===== config.mk =====
export PLATFORM = sky130hd
export DESIGN_NAME = core8_ifetch
export DESIGN_NICKNAME = d
export VERILOG_FILES = /design/src/rtl/core8_pkg.sv /design/src/rtl/core8_fetch_fifo.sv /design/src/rtl/core8_ifetch.sv
export SDC_FILE = /design/constraint.sdc
export NUM_CORES = 1
export LEC_CHECK = 0
export ABC_CLOCK_PERIOD_IN_PS = 3500
export BUFFER_PORTS_ARGS = -buffer_cell sky130_fd_sc_hd__buf_2
export CAP_MARGIN = 15
export CORE_MARGIN = 2
export CORE_UTILIZATION = 40
export CTS_CLUSTER_DIAMETER = 80
export DETAILED_ROUTE_END_ITERATION = 8
export PLACE_DENSITY = 0.64
export SLEW_MARGIN = 30
export SYNTH_ARGS = -nofsm -noshare
export SYNTH_HDL_FRONTEND = slang
export SYNTH_HIERARCHICAL = 1
export SYNTH_SLANG_ARGS = --single-unit

===== constraint.sdc =====
create_clock -name clk -period 3.5 [get_ports clk]
set_clock_uncertainty 0.15 [all_clocks]
set_input_delay 0.7 -clock clk [delete_from_list [all_inputs] [get_ports clk]]
set_output_delay 0.7 -clock clk [all_outputs]
set_load 0.005 [all_outputs]

===== src/rtl/core8_pkg.sv =====
// core8_pkg: shared types and defaults for the core8 fetch path.
package core8_pkg;
  localparam int         INST_W       = 16;
  localparam int         PC_W_DEF     = 8;
  localparam logic [7:0] RESET_PC_DEF = 8'h00;
  typedef enum logic [1:0] {S_IDLE, S_WAIT, S_DISCARD} fetch_state_e;
endpackage


===== src/rtl/core8_fetch_fifo.sv =====
// core8_fetch_fifo: DEPTH-entry FIFO of {pc, inst} with flush, count and head outputs.
module core8_fetch_fifo import core8_pkg::*; #(
  parameter int PC_W  = PC_W_DEF,
  parameter int DEPTH = 2
) (
  input  logic              clk,
  input  logic              rst,
  input  logic              i_push,
  input  logic              i_pop,
  input  logic              i_flush,
  input  logic [PC_W-1:0]   i_pc,
  input  logic [INST_W-1:0] i_inst,
  output logic [1:0]        o_count,
  output logic              o_valid,
  output logic [PC_W-1:0]   o_pc,
  output logic [INST_W-1:0] o_inst
);
  localparam int PW = DEPTH > 1 ? $clog2(DEPTH) : 1;
  localparam logic [PW-1:0] LAST = PW'(DEPTH - 1);
  logic [PC_W-1:0]   r_pc   [DEPTH];
  logic [INST_W-1:0] r_inst [DEPTH];
  logic [PW-1:0]     r_rd, r_wr;
  logic [1:0]        r_count;
  always_ff @(posedge clk) begin
    if (rst) begin
      for (int k = 0; k < DEPTH; k++) begin
        r_pc[k]   <= '0;
        r_inst[k] <= '0;
      end
    end else if (i_push && !i_flush) begin
      r_pc[r_wr]   <= i_pc;
      r_inst[r_wr] <= i_inst;
    end
  end
  // Writing into the head slot while it is popped is safe: the head is read from the old contents.
  always_ff @(posedge clk) begin
    if (rst || i_flush) begin
      r_rd    <= '0;
      r_wr    <= '0;
      r_count <= '0;
    end else begin
      if (i_push) r_wr <= r_wr == LAST ? '0 : r_wr + 1'b1;
      if (i_pop) r_rd <= r_rd == LAST ? '0 : r_rd + 1'b1;
      r_count <= r_count + 2'(i_push) - 2'(i_pop);
    end
  end
  assign o_count = r_count;
  assign o_valid = r_count != '0;
  assign o_pc    = r_pc[r_rd];
  assign o_inst  = r_inst[r_rd];
endmodule


===== src/rtl/core8_ifetch.sv =====
// core8_ifetch: program counter, memory req/ack fetch FSM and prefetch buffer for the 8-bit core.
// CORE8_IFETCH_PREFETCH_EN enables DEPTH-entry prefetch; otherwise strict fetch-one, consume-one.
module core8_ifetch import core8_pkg::*; #(
  parameter int              PC_W     = PC_W_DEF,
  parameter logic [PC_W-1:0] RESET_PC = PC_W'(RESET_PC_DEF),
  parameter int              DEPTH    = 2
) (
  input  logic              clk,
  input  logic              rst,
  output logic              mem_req,
  output logic [PC_W-1:0]   mem_addr,
  input  logic              mem_ack,
  input  logic [INST_W-1:0] mem_rdata,
  output logic [INST_W-1:0] inst,
  output logic [PC_W-1:0]   inst_pc,
  output logic              inst_valid,
  input  logic              inst_take,
  input  logic              redirect,
  input  logic [PC_W-1:0]   redirect_pc
);
`ifdef CORE8_IFETCH_PREFETCH_EN
  localparam int D = DEPTH;
`else
  localparam int D = DEPTH < 1 ? DEPTH : 1;
`endif
  localparam logic [1:0] D_L = 2'(D);
  fetch_state_e    r_state, w_state_nxt;
  logic [PC_W-1:0] r_fetch_pc, w_pc_nxt, r_mem_addr;
  logic            r_mem_req, w_push, w_pop, w_issue;
  logic [1:0]      w_count, w_count_nxt;
  assign w_pop       = inst_take && inst_valid && !redirect;
  assign w_push      = r_state == S_WAIT && mem_ack && !redirect;
  assign w_count_nxt = w_count + 2'(w_push) - 2'(w_pop);
  // Issue looks at next-cycle occupancy so a take and ack in the same cycle keep fetch streaming.
  assign w_issue     = !redirect && (r_state == S_IDLE || w_push) && w_count_nxt < D_L;
  always_comb begin
    w_pc_nxt    = redirect ? redirect_pc : w_push ? r_fetch_pc + 1'b1 : r_fetch_pc;
    w_state_nxt = w_issue ? S_WAIT :
                  (r_state == S_WAIT && !mem_ack) ? (redirect ? S_DISCARD : S_WAIT) :
                  (r_state == S_DISCARD && !mem_ack) ? S_DISCARD : S_IDLE;
  end
  always_ff @(posedge clk) begin
    if (rst) begin
      r_state    <= S_IDLE;
      r_fetch_pc <= RESET_PC;
      r_mem_req  <= 1'b0;
      r_mem_addr <= RESET_PC;
    end else begin
      r_state    <= w_state_nxt;
      r_fetch_pc <= w_pc_nxt;
      r_mem_req  <= w_state_nxt != S_IDLE;
      if (w_issue) r_mem_addr <= w_pc_nxt;
    end
  end
  assign mem_req  = r_mem_req;
  assign mem_addr = r_mem_addr;
  core8_fetch_fifo #(.PC_W(PC_W), .DEPTH(D)) u_fifo (
    .clk     (clk),
    .rst     (rst),
    .i_push  (w_push),
    .i_pop   (w_pop),
    .i_flush (redirect),
    .i_pc    (r_fetch_pc),
    .i_inst  (mem_rdata),
    .o_count (w_count),
    .o_valid (inst_valid),
    .o_pc    (inst_pc),
    .o_inst  (inst)
  );
endmodule


; After elaboration in Yosys (flattened, before gate mapping)
; Memory sizes are Yosys's and may differ from the RTL's.
; Cells that the tools add are included.
; Widths: inputs -> output; s select.
[word_totals]
regBits = 21
latch_bits = 0
mem_bits_rw = 24
mem_bits_ro = 0
word_cells = 46
memories = 2
[classes]
addsub = 3
n_mul = 0
div_mod_pow = 0
order_cmp = 1
eq_ne = 2
n_shift = 0
n_mux = 15
bitwise = 0
reduce_logical = 18
[memory_table]
columns = memory, depth, width, read_ports, rd_ports_with_merged_regs, write_ports, line
row1 = u_fifo.r_inst, 1, 16, 1, 0, 1, core8_fetch_fifo.sv:21  ; logic [INST_W-1:0] r_inst [DEPTH];
row2 = u_fifo.r_pc, 1, 8, 1, 0, 1, core8_fetch_fifo.sv:20  ; logic [PC_W-1:0] r_pc [DEPTH];
[op_table]
columns = operator, count
row1 = $mux 8, 3
row2 = $mux 16, 1
row3 = $reduce_or 16->1, 1
row4 = $logic_and 1x1->1, 9
row5 = $add 8x1->8 const B, 1
row6 = $mux 2, 4
row7 = $reduce_or 8->1, 1
row8 = $mux 1, 7
row9 = $reduce_bool 2->1, 2
row10 = $add 2x1->2, 1
row11 = $eq 2x1->1 const B, 1
row12 = $eq 2x2->1 const B, 1
row13 = $logic_not 1->1, 2
row14 = $logic_not 2->1, 1
row15 = $logic_or 1x1->1, 2
row16 = $lt 2x1->1 const B, 1
row17 = $sub 2x1->2, 1

; Logic depth before layout (Yosys ltp)
; Gate-level depths: netlist (run 1).
[depth]
depth_word = 9
mapped_depth = 9
depth_no_buf = 7

; Cells and area by module
; Netlist (run 1), hierarchy kept.
[modules_own_cells]
columns = module, n_inst, cells_per_inst, area_per_inst_um2, seq_area_each_um2
row1 = core8_ifetch, 1, 117, 1084.8, 380.4
row2 = core8_fetch_fifo, 1, 63, 1037.2, 760.7

; Least setup slack after synthesis (run 1)
; OpenSTA, ideal clock, no wires.
[synth_timing]
path_kind = input-to-reg
start = input port redirect
end = register r_mem_addr[0], in the netlist mem_addr[0]
setup_ps = 121
arrival_time_ps = 2618
setup_slack_ps = 611
cell_stages = 9
n_path_buf = 2
cell_sequence = buf_2 -> inv_1 -> clkbuf_1 -> and3_1 -> ha_1 -> xor2_2 -> mux2i_2 -> nor2_2 -> mux2_2
[synth_lines]
columns = element, line
row1 = start: declaration, core8_ifetch.sv:18  ; input logic redirect,
row2 = $logic_not 1->1, core8_ifetch.sv:31  ; assign w_pop = inst_take && inst_valid && !redirect;
row3 = $logic_and 1x1->1, core8_ifetch.sv:31
row4 = via w_pop, core8_ifetch.sv:29  ; logic r_mem_req, w_push, w_pop, w_issue;
row5 = $sub 2x1->2, core8_ifetch.sv:33  ; assign w_count_nxt = w_count + 2'(w_push) - 2'(w_pop);
row6 = $lt 2x1->1, core8_ifetch.sv:35  ; assign w_issue = !redirect && (r_state == S_IDLE || w_push) && w_count_nxt < D_L;
row7 = $logic_and 1x1->1, core8_ifetch.sv:35
row8 = end signal: assignment, core8_ifetch.sv:52  ; if (w_issue) r_mem_addr <= w_pc_nxt;
row9 = end: declaration, core8_ifetch.sv:28  ; logic [PC_W-1:0] r_fetch_pc, w_pc_nxt, r_mem_addr;
; The timed path passes the listed nets, and every way through them passes these cells.
; A chain may end at the register's enable or synchronous reset.

; Worst setup path after layout (run 1)
; Same ends and word-level chain as after synthesis.

==> summary.txt, run 1 <==
Power and ir drop
  • Gate power share: 0.102
  • Internal Power: ~0.85 mW
  • Sw Pwr: about 0.24 mW
  • Power per cell area: 421 nW/um^2
  • Clock share of power: 0.345
  • Switching part of the total: 0.221
  • Leakage power: 1.14 nW
  • Sequential share of power: 0.552
  • Worst VDD drop: around 0.21 mV

Detailed routing
  • Number of remaining DRC errors: 0
  • Iteration-0 DRC Markers: 76
  • Met2 Routed Length: between 1500 and 2000 um
  • DR vias: 1530
  • Total Wirelength: 3990 um
  • Antenna-violating nets left: 0
  • Drt pass-1 iters: 4
  • Max Used Layer: met4
  • M1 WL: 1860 um
  • Drt via density: 4.87
  • DR WL met3: 285 um
  • WL per Instance: ~13 um

Clock tree
  • Clk sink count: 45
  • Post-CTS resize count: 0
  • CTS Buf Count: 5
  • Root buffer cell: clkbuf_8
  • Post-CTS setup buffer count: 0
  • Clock Latency Late Sink: approximately 0.29 ns
  • CTS hold repair buffers: 0
  • CTS Buffer Depth: 2
  • Htree depth: 2
  • Worst-path clk slew: 0.08 ns
  • TritonCTS clock tree: built

STA
  • Slew Viols, Final: 0
  • Tmin final: about 2.6 ns
  • Fmax: 0.388 GHz
  • Worst-margin pin slew: between 0.6 and 0.7 ns
  • Final setup margin: 0.923 ns
  • TNS Setup: 0 ns
  • RSZ-0062 raised after global routing: no
  • Hold slack: 0.359 ns
  • Period utilization: 0.736
  • Fin. Hold Viols: 0
  • Final setup fails: 0
  • Worst rel slew slack: 0.549

Die
  • # rows: 26
  • Core Area: 5110 um^2
  • Die width: 76.8 um
  • Die Y: 76.8 um
  • I/O Pins: 63
  • Initial core utilization: 0.415
  • Area of the die: 5900 um^2

Hold path
  • Worst min path class: reg2reg

Run
  • Max capacitance violation total: 0

Finish
  • Diode count: 0
  • Final Non-Filler Cells: 314
  • Share of cells above drive strength 1: 0.352
  • Most common cell after layout, fill and taps aside: buf_2
  • P&R area growth vs syn: 21.4%
  • Most frequent cells in the layout: buf_2, and2_1, edfxtp_1, dfxtp_1, nor2_1
  • Nets: 276
  • Post-layout util: 0.504

Placed design
  • Placer Congestion: 0.797
  • Placed cell count: between 300 and 400
  • Pre-CTS worst setup slack: ~0.6 ns
  • DPL Wire Length: 2910 um
  • Port buffer count: 62

Synth
  • Syn nets: 213
  • Register area share after synthesis: 0.538
  • Synth Warn #: 6
  • Post-synth top area share: 0.340
  • Synth unique cells: 46
  • Top cells by area, synth: edfxtp_1, dfxtp_1, and2_1, nor4_4, ha_1
  • Largest area contributor in the netlist: edfxtp_1
  • Mean area per synthesized cell: 11.8 um^2
  • Synthesized instance count: between 150 and 200
  • Mapped Area: ~2100 um^2
  • Synth Register Bits: 45

Global route
  • First-pass GRT wire length: 6800 um
  • Vias in the first global route: 1484
  • Total track usage: 0.146
  • Largest net degree at the start of global routing: 25
  • GRT overflow: 0
  • Initial antenna violation count: 0

Worst setup path
  • CP Launch Type: input port
  • Critical path type: in2reg
  • Crit Path Max Fanout: 15
  • WP data arrival: around 2.6 ns
  • Data required, critical path: approximately 3.5 ns
  • Setup crit end kind: flip-flop

Status
  • Outcome: finished clean
## synth_stat cells, drive strengths merged
cell type / n
a211oi: 4
a21o: 1
a21oi: 5
and2: 24
and2b: 1
and3: 1
and3b: 1
buf: 6
clkbuf: 2
dfxtp: 21
edfxtp: 24
ha: 4
inv: 9
mux2: 2
mux2i: 2
nand2: 8
nand2b: 1
nand3: 4
nand4b: 1
nand4bb: 1
nor2: 11
nor2b: 3
nor3: 4
nor3b: 2
nor4: 9
o211ai: 2
o21a: 2
o21ai: 6
o311a: 2
o31a: 2
o31ai: 5
o41ai: 1
or2: 2
or4: 1
xnor2: 2
xnor3: 1
xor2: 3
## worst max-delay path, stage by stage
cell     delay [ns]
buf_2          0.26
inv_1          0.09
and3_1         0.17
ha_1           0.25
xor2_2         0.29
mux2i_2        0.45
nor2_2         0.10
mux2_2         0.28
## power groups by stage
stage	logic, mW	clock network [mW]	registers, mW
after global routing	0.125	0.412	0.603
final	0.111	0.375	0.599
after global placement	0.112	0	0.611
after floorplan	0.0639	0	0.609
after detailed placement	0.112	0	0.611
after CTS	0.113	0.389	0.600
## layout make-up
cell class                      count  area, um^2
Fill cell                         482        2530
Tap cell                           70        87.6
Inverter                            9        33.8
Timing Repair Buffer               64         325
Sequential cell                    45        1140
Clock buffer                        6        72.6
Multi-Input combinational cell    118         882
Clock inverter                      2        33.8
## worst paths after layout
kind	startpoint	to	slack, ns	depth (start not counted)
worst max register to register	u_fifo/o_count[1]$_SDFF_PP0_	mem_addr[0]$_SDFFE_PP0P_	0.99	7
worst max-delay path	redirect	mem_addr[0]$_SDFFE_PP0P_	0.92	8
worst min-delay path	mem_addr[4]$_SDFFE_PP0P_	mem_addr[4]$_SDFFE_PP0P_	0.36	2
worst min register to register	mem_addr[4]$_SDFFE_PP0P_	mem_addr[4]$_SDFFE_PP0P_	0.36	2
## routing by layer
metal / global-route usage / up-vias
li1: - / 773
met4: 0.0545 / 0
met2: 0.233 / 58
met1: 0.186 / 693
met5: 0 / -
met3: 0.0459 / 6
## stage by stage
stage,power (mW),area (um^2)
6_report,1.09,2580
5_1_grt,1.14,2580
4_1_cts,1.10,2580
3_5_place_dp,0.724,2470
3_3_place_gp,0.723,2470
2_1_floorplan,0.673,2120
## logic make-up (layout without fill, tap and decap cells)
kind of cell	Yosys count	in the layout	synth area share
and+or+nand+nor	74	74	0.235
DFF	45	45	0.538
AOI/OAI and AO/OA	30	30	0.101
buffers and inverters	17	81	0.0466
xor gates and xnor gates	6	6	0.0348
adders and majority gates	4	4	0.0236
muxes	4	4	0.0218
## state kept, by name, summed over array words and instances, names as in the netlist
register,count
mem_req,1
mem_addr,8
u_fifo/o_count,2
u_fifo/r_inst,16
r_state,2
r_fetch_pc,8
u_fifo/r_pc,8
Power figures use the tool's default switching activity.
==> inputs of run 2 (changes only) <==
Settings changed: ABC_CLOCK_PERIOD_IN_PS 3500 to 2160, PLACE_DENSITY 0.64 to 0.67.
Clock period 3.5 ns to 2.16 ns, I/O delays scaled along.
==> run 2 against run 1 <==
Compared with the run above: via count grew 4.6%; critical path depth is the same; cell area grew 8.1%; total power grew 66%; register-to-register slack got worse by 0.91 ns; worst hold slack worse by 0.13 ns; critical endpoint is now mem_addr[4]$_SDFFE_PP0P_; count of clock-buffer cells in the layout did not move; wire length up 7.4%; die area unchanged.
==> summary.txt, run 2 (synthesis gave the netlist of run 1 again) <==
Global route
  • Initial antenna violation count: 0
  • Largest net degree at the start of global routing: 25
  • GRT overflow: 0
  • Total track usage: 0.152
  • First-pass GRT wire length: 7180 um
  • Vias in the first global route: 1558

Clock tree
  • Worst-path clk slew: 0.08 ns
  • CTS Buffer Depth: 2
  • Clock Latency Late Sink: 0.29 ns
  • Root buffer cell: clkbuf_8
  • Htree depth: 2
  • CTS Buf Count: 5
  • Clk sink count: 45
  • CTS hold repair buffers: 0
  • TritonCTS clock tree: built

STA
  • Period utilization: 0.963
  • Tmin final: approximately 2.1 ns
  • Slew Viols, Final: 0
  • Fmax: 0.481 GHz
  • RSZ-0062 raised after global routing: no
  • Fin. Hold Viols: 0
  • Final setup fails: 0
  • TNS Setup: 0 ns
  • Worst rel slew slack: 0.747
  • Worst-margin pin slew: 0.377 ns
  • Hold slack: 0.230 ns

Worst setup path
  • CP Launch Type: flip-flop
  • Crit Path Max Fanout: 6
  • Data required, critical path: 2.19 ns
  • WP data arrival: 2.11 ns
  • Critical path type: reg2reg
  • Setup crit end kind: flip-flop

Finish
  • Nets: 291
  • Share of cells above drive strength 1: 0.417
  • Diode count: 0
  • P&R area growth vs syn: 31.2%
  • Filler instances: 470
  • Most frequent cells in the layout: buf_2, and2_1, edfxtp_1, dfxtp_1, buf_4
  • Most common cell after layout, fill and taps aside: buf_2
  • Reg with most FFs: u_fifo/r_inst
  • Sequential cell area: 1140 um^2
  • Multi-input logic area: 945 um^2
  • Max FFs per register: 16

Placed design
  • Port buffer count: 62
  • DPL Wire Length: between 3000 and 4000 um
  • Placer Congestion: between 0.7 and 0.8

Detailed routing
  • Drt pass-1 iters: 4
  • WL per Instance: between 10 and 15 um
  • Drt via density: 4.87
  • Antenna-violating nets left: 0
  • Total Wirelength: 4290 um
  • DR vias: 1601
  • Number of remaining DRC errors: 0
  • Iteration-0 DRC Markers: 82

Power and ir drop
  • Leakage power: 1.24 nW
  • Worst VDD drop: between 0.3 and 0.4 mV
  • Power per cell area: between 600 and 700 nW/um^2

Status
  • Outcome: finished clean

Die
  • Die width: a little under 80 um
  • Initial core utilization: 0.415
  • # rows: 26
  • I/O Pins: 63
  • Die Y: 76.8 um
  • Area of the die: 5900 um^2
  • Core Area: 5110 um^2

Run
  • Max capacitance violation total: 0

Hold path
  • Worst min path class: in2reg
[run 2: cell types whose count changed in the layout (fill, tap and decap cells not counted), sizes merged]
cell	delta
buf	+15
[run 2: stage by stage]
step	cell area [um^2]	std cells	setup WS, ns	util	power (mW)
3_3_place_gp	2640	319	0.0476	0.517	1.20
5_1_grt	2790	329	0.0135	0.545	1.88
4_1_cts	2760	327	0.00223	0.540	1.81
3_5_place_dp	2640	319	-0.0162	0.517	1.20
6_report	2790	329	0.0808	0.545	1.80
2_1_floorplan	2190	180	-0.127	-	1.10
[run 2: final timing paths]
kind	from	to	slack [ns]	depth (start not counted)
max reg2reg	u_fifo/o_count[0]$_SDFF_PP0_	mem_addr[4]$_SDFFE_PP0P_	0.08	8
min	redirect_pc[6]	r_fetch_pc[6]$_SDFF_PP0_	0.23	3
max	u_fifo/o_count[0]$_SDFF_PP0_	mem_addr[4]$_SDFFE_PP0P_	0.08	8
min reg2reg	mem_addr[6]$_SDFFE_PP0P_	mem_addr[6]$_SDFFE_PP0P_	0.38	2
[run 2: cell type report]
type / count / area share
multi-input cells: 118 / 0.339
repair buffers: 79 / 0.168
clock buffers: 6 / 0.0261
flip-flops and latches: 45 / 0.410
well taps: 70 / 0.0314
clock inverters: 2 / 0.0126
inverters: 9 / 0.0130
[run 2: power breakdown]
part           internal, mW  total [mW]  switching [mW]
Clock                 0.343       0.619           0.276
Sequential            0.942       0.967          0.0250
Combinational         0.108       0.215           0.107
Total                  1.39        1.80           0.408
[run 2: timing repair]
action                                 CTS  global route
buffers inserted                         0             2
setup endpoints to repair                1             7
pin swaps                                0             3
endpoints found under the hold margin    0             0
resized for setup                        2             4
cloned                                   0             0
[run 2: layer usage]
metal / GRT usage / part of all wire
met5: 0 / 0
met4: 0.0600 / 0.010
met3: 0.0306 / 0.073
met2: 0.254 / 0.47
met1: 0.194 / 0.44
[run 2: critical path, cell delays in order, from the launching register on]
cell and delay, ns:
dfxtp_2 0.34, or2_4 0.24, and3_4 0.16, ha_4 0.21, and3b_2 0.25, mux2i_4 0.09, buf_4 0.17, nor4_1 0.28
nor2_1 0.08
==> inputs of run 3 (changes only) <==
Settings changed: CORE_ASPECT_RATIO set to 0.6.
==> run 3 against run 2 <==
Compared with the run above: worst setup slack got worse by 0.017 ns; wire length increased by 9.5%; clock power decreased by 13%; sequential share of layout area decreased by 0.29 points; cell count decreased by 1.5%; combinational power increased by 7%; critical path depth unchanged; register-to-register slack got worse by 0.02 ns; via count increased by 1.5%; cell area increased by 0.72%; critical endpoint is now mem_addr[6]$_SDFFE_PP0P_.
==> summary.txt, run 3 (synthesis gave the netlist of run 1 again) <==
Status
  • Outcome: finished clean

Run
  • Max capacitance violation total: 0

Worst setup path
  • Critical Path Max Stage Delay: approximately 0.33 ns
  • Critical path type: reg2reg
  • CP Launch Type: flip-flop
  • Data required, critical path: 2.21 ns
  • Setup slack, reg-to-reg: 0.06 ns
  • Buffers plus inverters on the worst setup path: 1
  • Crit Path Max Fanout: 6
  • Crit path max-delay family: simple AND/OR/NAND/NOR gates
  • Worst reg2reg endpoint: mem_addr[6]$_SDFFE_PP0P_
  • Start of the worst register-to-register path: u_fifo/o_count[0]$_SDFF_PP0_
  • Worst reg2reg path depth: 8
  • WP data arrival: 2.14 ns
  • Cell Chain, Critical Path: or2_4 > and3_4 > ha_4 > and3b_2 > mux2i_4 > buf_6 > nor4_2 > nor2_1
  • Setup crit end kind: flip-flop
  • Slowest cell on crit path: dfxtp_2

Detailed routing
  • Number of remaining DRC errors: 0
  • DR vias: 1625
  • Drt pass-1 iters: 4
  • Drt via density: 5.02
  • Iteration-0 DRC Markers: 76
  • Total Wirelength: 4700 um
  • Antenna-violating nets left: 0
  • WL per Instance: 14.5 um

Placed design
  • Pre-CTS worst setup slack: -0.0211 ns
  • Placed cell count: 315
  • Placer Congestion: roughly 0.8
  • Port buffer count: 62
  • DPL Wire Length: 3390 um

Die
  • Die Y: 60.4 um
  • I/O Pins: 63
  • Core Area: 5080 um^2
  • Initial core utilization: 0.418
  • Area of the die: 5920 um^2
  • Die width: 98.0 um
  • # rows: 20

Power and ir drop
  • Switching part of the total: 0.261
  • Gate power share: 0.132
  • Power per cell area: 620 nW/um^2
  • Sequential share of power: 0.557
  • Sw Pwr: 0.453 mW
  • Clock share of power: 0.311
  • Final Total Pwr: 1.74 mW
  • Internal Power: 1.29 mW
  • Worst VDD drop: 0.310 mV
  • Leakage power: 1.24 nW

Finish
  • Final Non-Filler Cells: about 320
  • Diode count: 0
  • Filler instances: 472
  • Max FFs per register: 16
  • Nets: 290
  • Share of cells above drive strength 1: 0.438
  • Reg with most FFs: u_fifo/r_inst
  • P&R area growth vs syn: 32.2%
  • Most common cell after layout, fill and taps aside: buf_2
  • Most frequent cells in the layout: buf_2, and2_1, edfxtp_1, dfxtp_1, buf_4
  • Post-layout util: 0.552

Global route
  • Total track usage: 0.164
  • Largest net degree at the start of global routing: 25
  • Initial antenna violation count: 0
  • GRT overflow: 0
  • First-pass GRT wire length: 7540 um
  • Vias in the first global route: 1597

Hold path
  • HP Start: redirect_pc[3]
  • Cells on Worst Hold Path: 3
  • Worst min path class: in2reg
  • WHS Endpoint: r_fetch_pc[3]$_SDFF_PP0_

STA
  • Tmin final: 2.10 ns
  • Period utilization: 0.971
  • Fmax: between 0.4 and 0.5 GHz
  • Final setup fails: 0
  • Worst rel slew slack: 0.688
  • Slew Viols, Final: 0
  • Fin. Hold Viols: 0
  • Final setup margin: around 0.063 ns
  • Worst-margin pin slew: ~0.46 ns

Clock tree
  • Clk sink count: 45
  • CTS hold repair buffers: 0
  • Worst-path clk slew: 0.09 ns
  • Clock Latency Late Sink: approximately 0.30 ns
  • TritonCTS clock tree: built
  • Root buffer cell: clkbuf_8
  • Htree depth: 2
  • CTS Buffer Depth: 2
  • CTS Buf Count: 5
[run 3: metrics by stage]
step	TNS, ns	hold slack (ns)	cell area [um^2]
finish	0	0.220	2810
global route	-0.00751	0.228	2810
detailed placement	-0.0224	0.350	2630
floorplan	-0.227	0.344	2190
global placement	0	0.337	2630
CTS	0	0.213	2740
[run 3: timing repair]
item,CTS,global route
setup buffers,0,1
resized for setup,4,9
pin swaps,1,4
setup endpoints to repair,3,7
[run 3: worst max path at each step]
stage,startpoint,endpoint,cells past startpoint
finish,u_fifo/o_count[0]$_SDFF_PP0_,mem_addr[6]$_SDFFE_PP0P_,8
global route,u_fifo/o_count[0]$_SDFF_PP0_,mem_addr[6]$_SDFFE_PP0P_,8
CTS,u_fifo/o_count[0]$_SDFF_PP0_,mem_addr[3]$_SDFFE_PP0P_,8
detailed placement,u_fifo/o_count[0]$_SDFF_PP0_,mem_addr[2]$_SDFFE_PP0P_,7
global placement,u_fifo/o_count[0]$_SDFF_PP0_,mem_addr[2]$_SDFFE_PP0P_,7
floorplan,redirect,mem_addr[0]$_SDFFE_PP0P_,9
[run 3: per-layer routing]
| metal | GRT usage | routed length [um] | vias to the layer above |
|---|---|---|---|
| met3 | 0.0449 | 217 | 5 |
| li1 | - | - | 799 |
| met2 | 0.262 | 2140 | 43 |
| met4 | 0.0556 | 37 | 0 |
| met1 | 0.222 | 2310 | 778 |
| met5 | 0 | 0 | - |
[run 3: layout make-up]
type / instances / area, um^2 / share of cell area
sequential: 45 / 1140 / 0.407
multi-input combinational: 118 / 995 / 0.355
timing repair buffer: 78 / 459 / 0.164
tap: 66 / 82.6 / 0.0294
clock buffer: 5 / 68.8 / 0.0245
inverter: 9 / 36.3 / 0.0129
clock inverter: 3 / 21.3 / 0.00758
[run 3: power by group through the flow]
stage,combinational [mW],clock [mW],sequential (mW)
3_3_place_gp,0.207,0,0.987
3_5_place_dp,0.211,0,0.988
4_1_cts,0.216,0.563,0.969
2_1_floorplan,0.113,0,0.987
5_1_grt,0.252,0.601,0.974
6_report,0.230,0.541,0.969
[run 3: worst min-delay path: cells and delay by family]
kind / cells / cell delay [ns]
buffers and inverters: 1 / 0.10
AO/OA/AOI/OAI: 1 / 0.05
AND/OR/NAND/NOR: 1 / 0.05
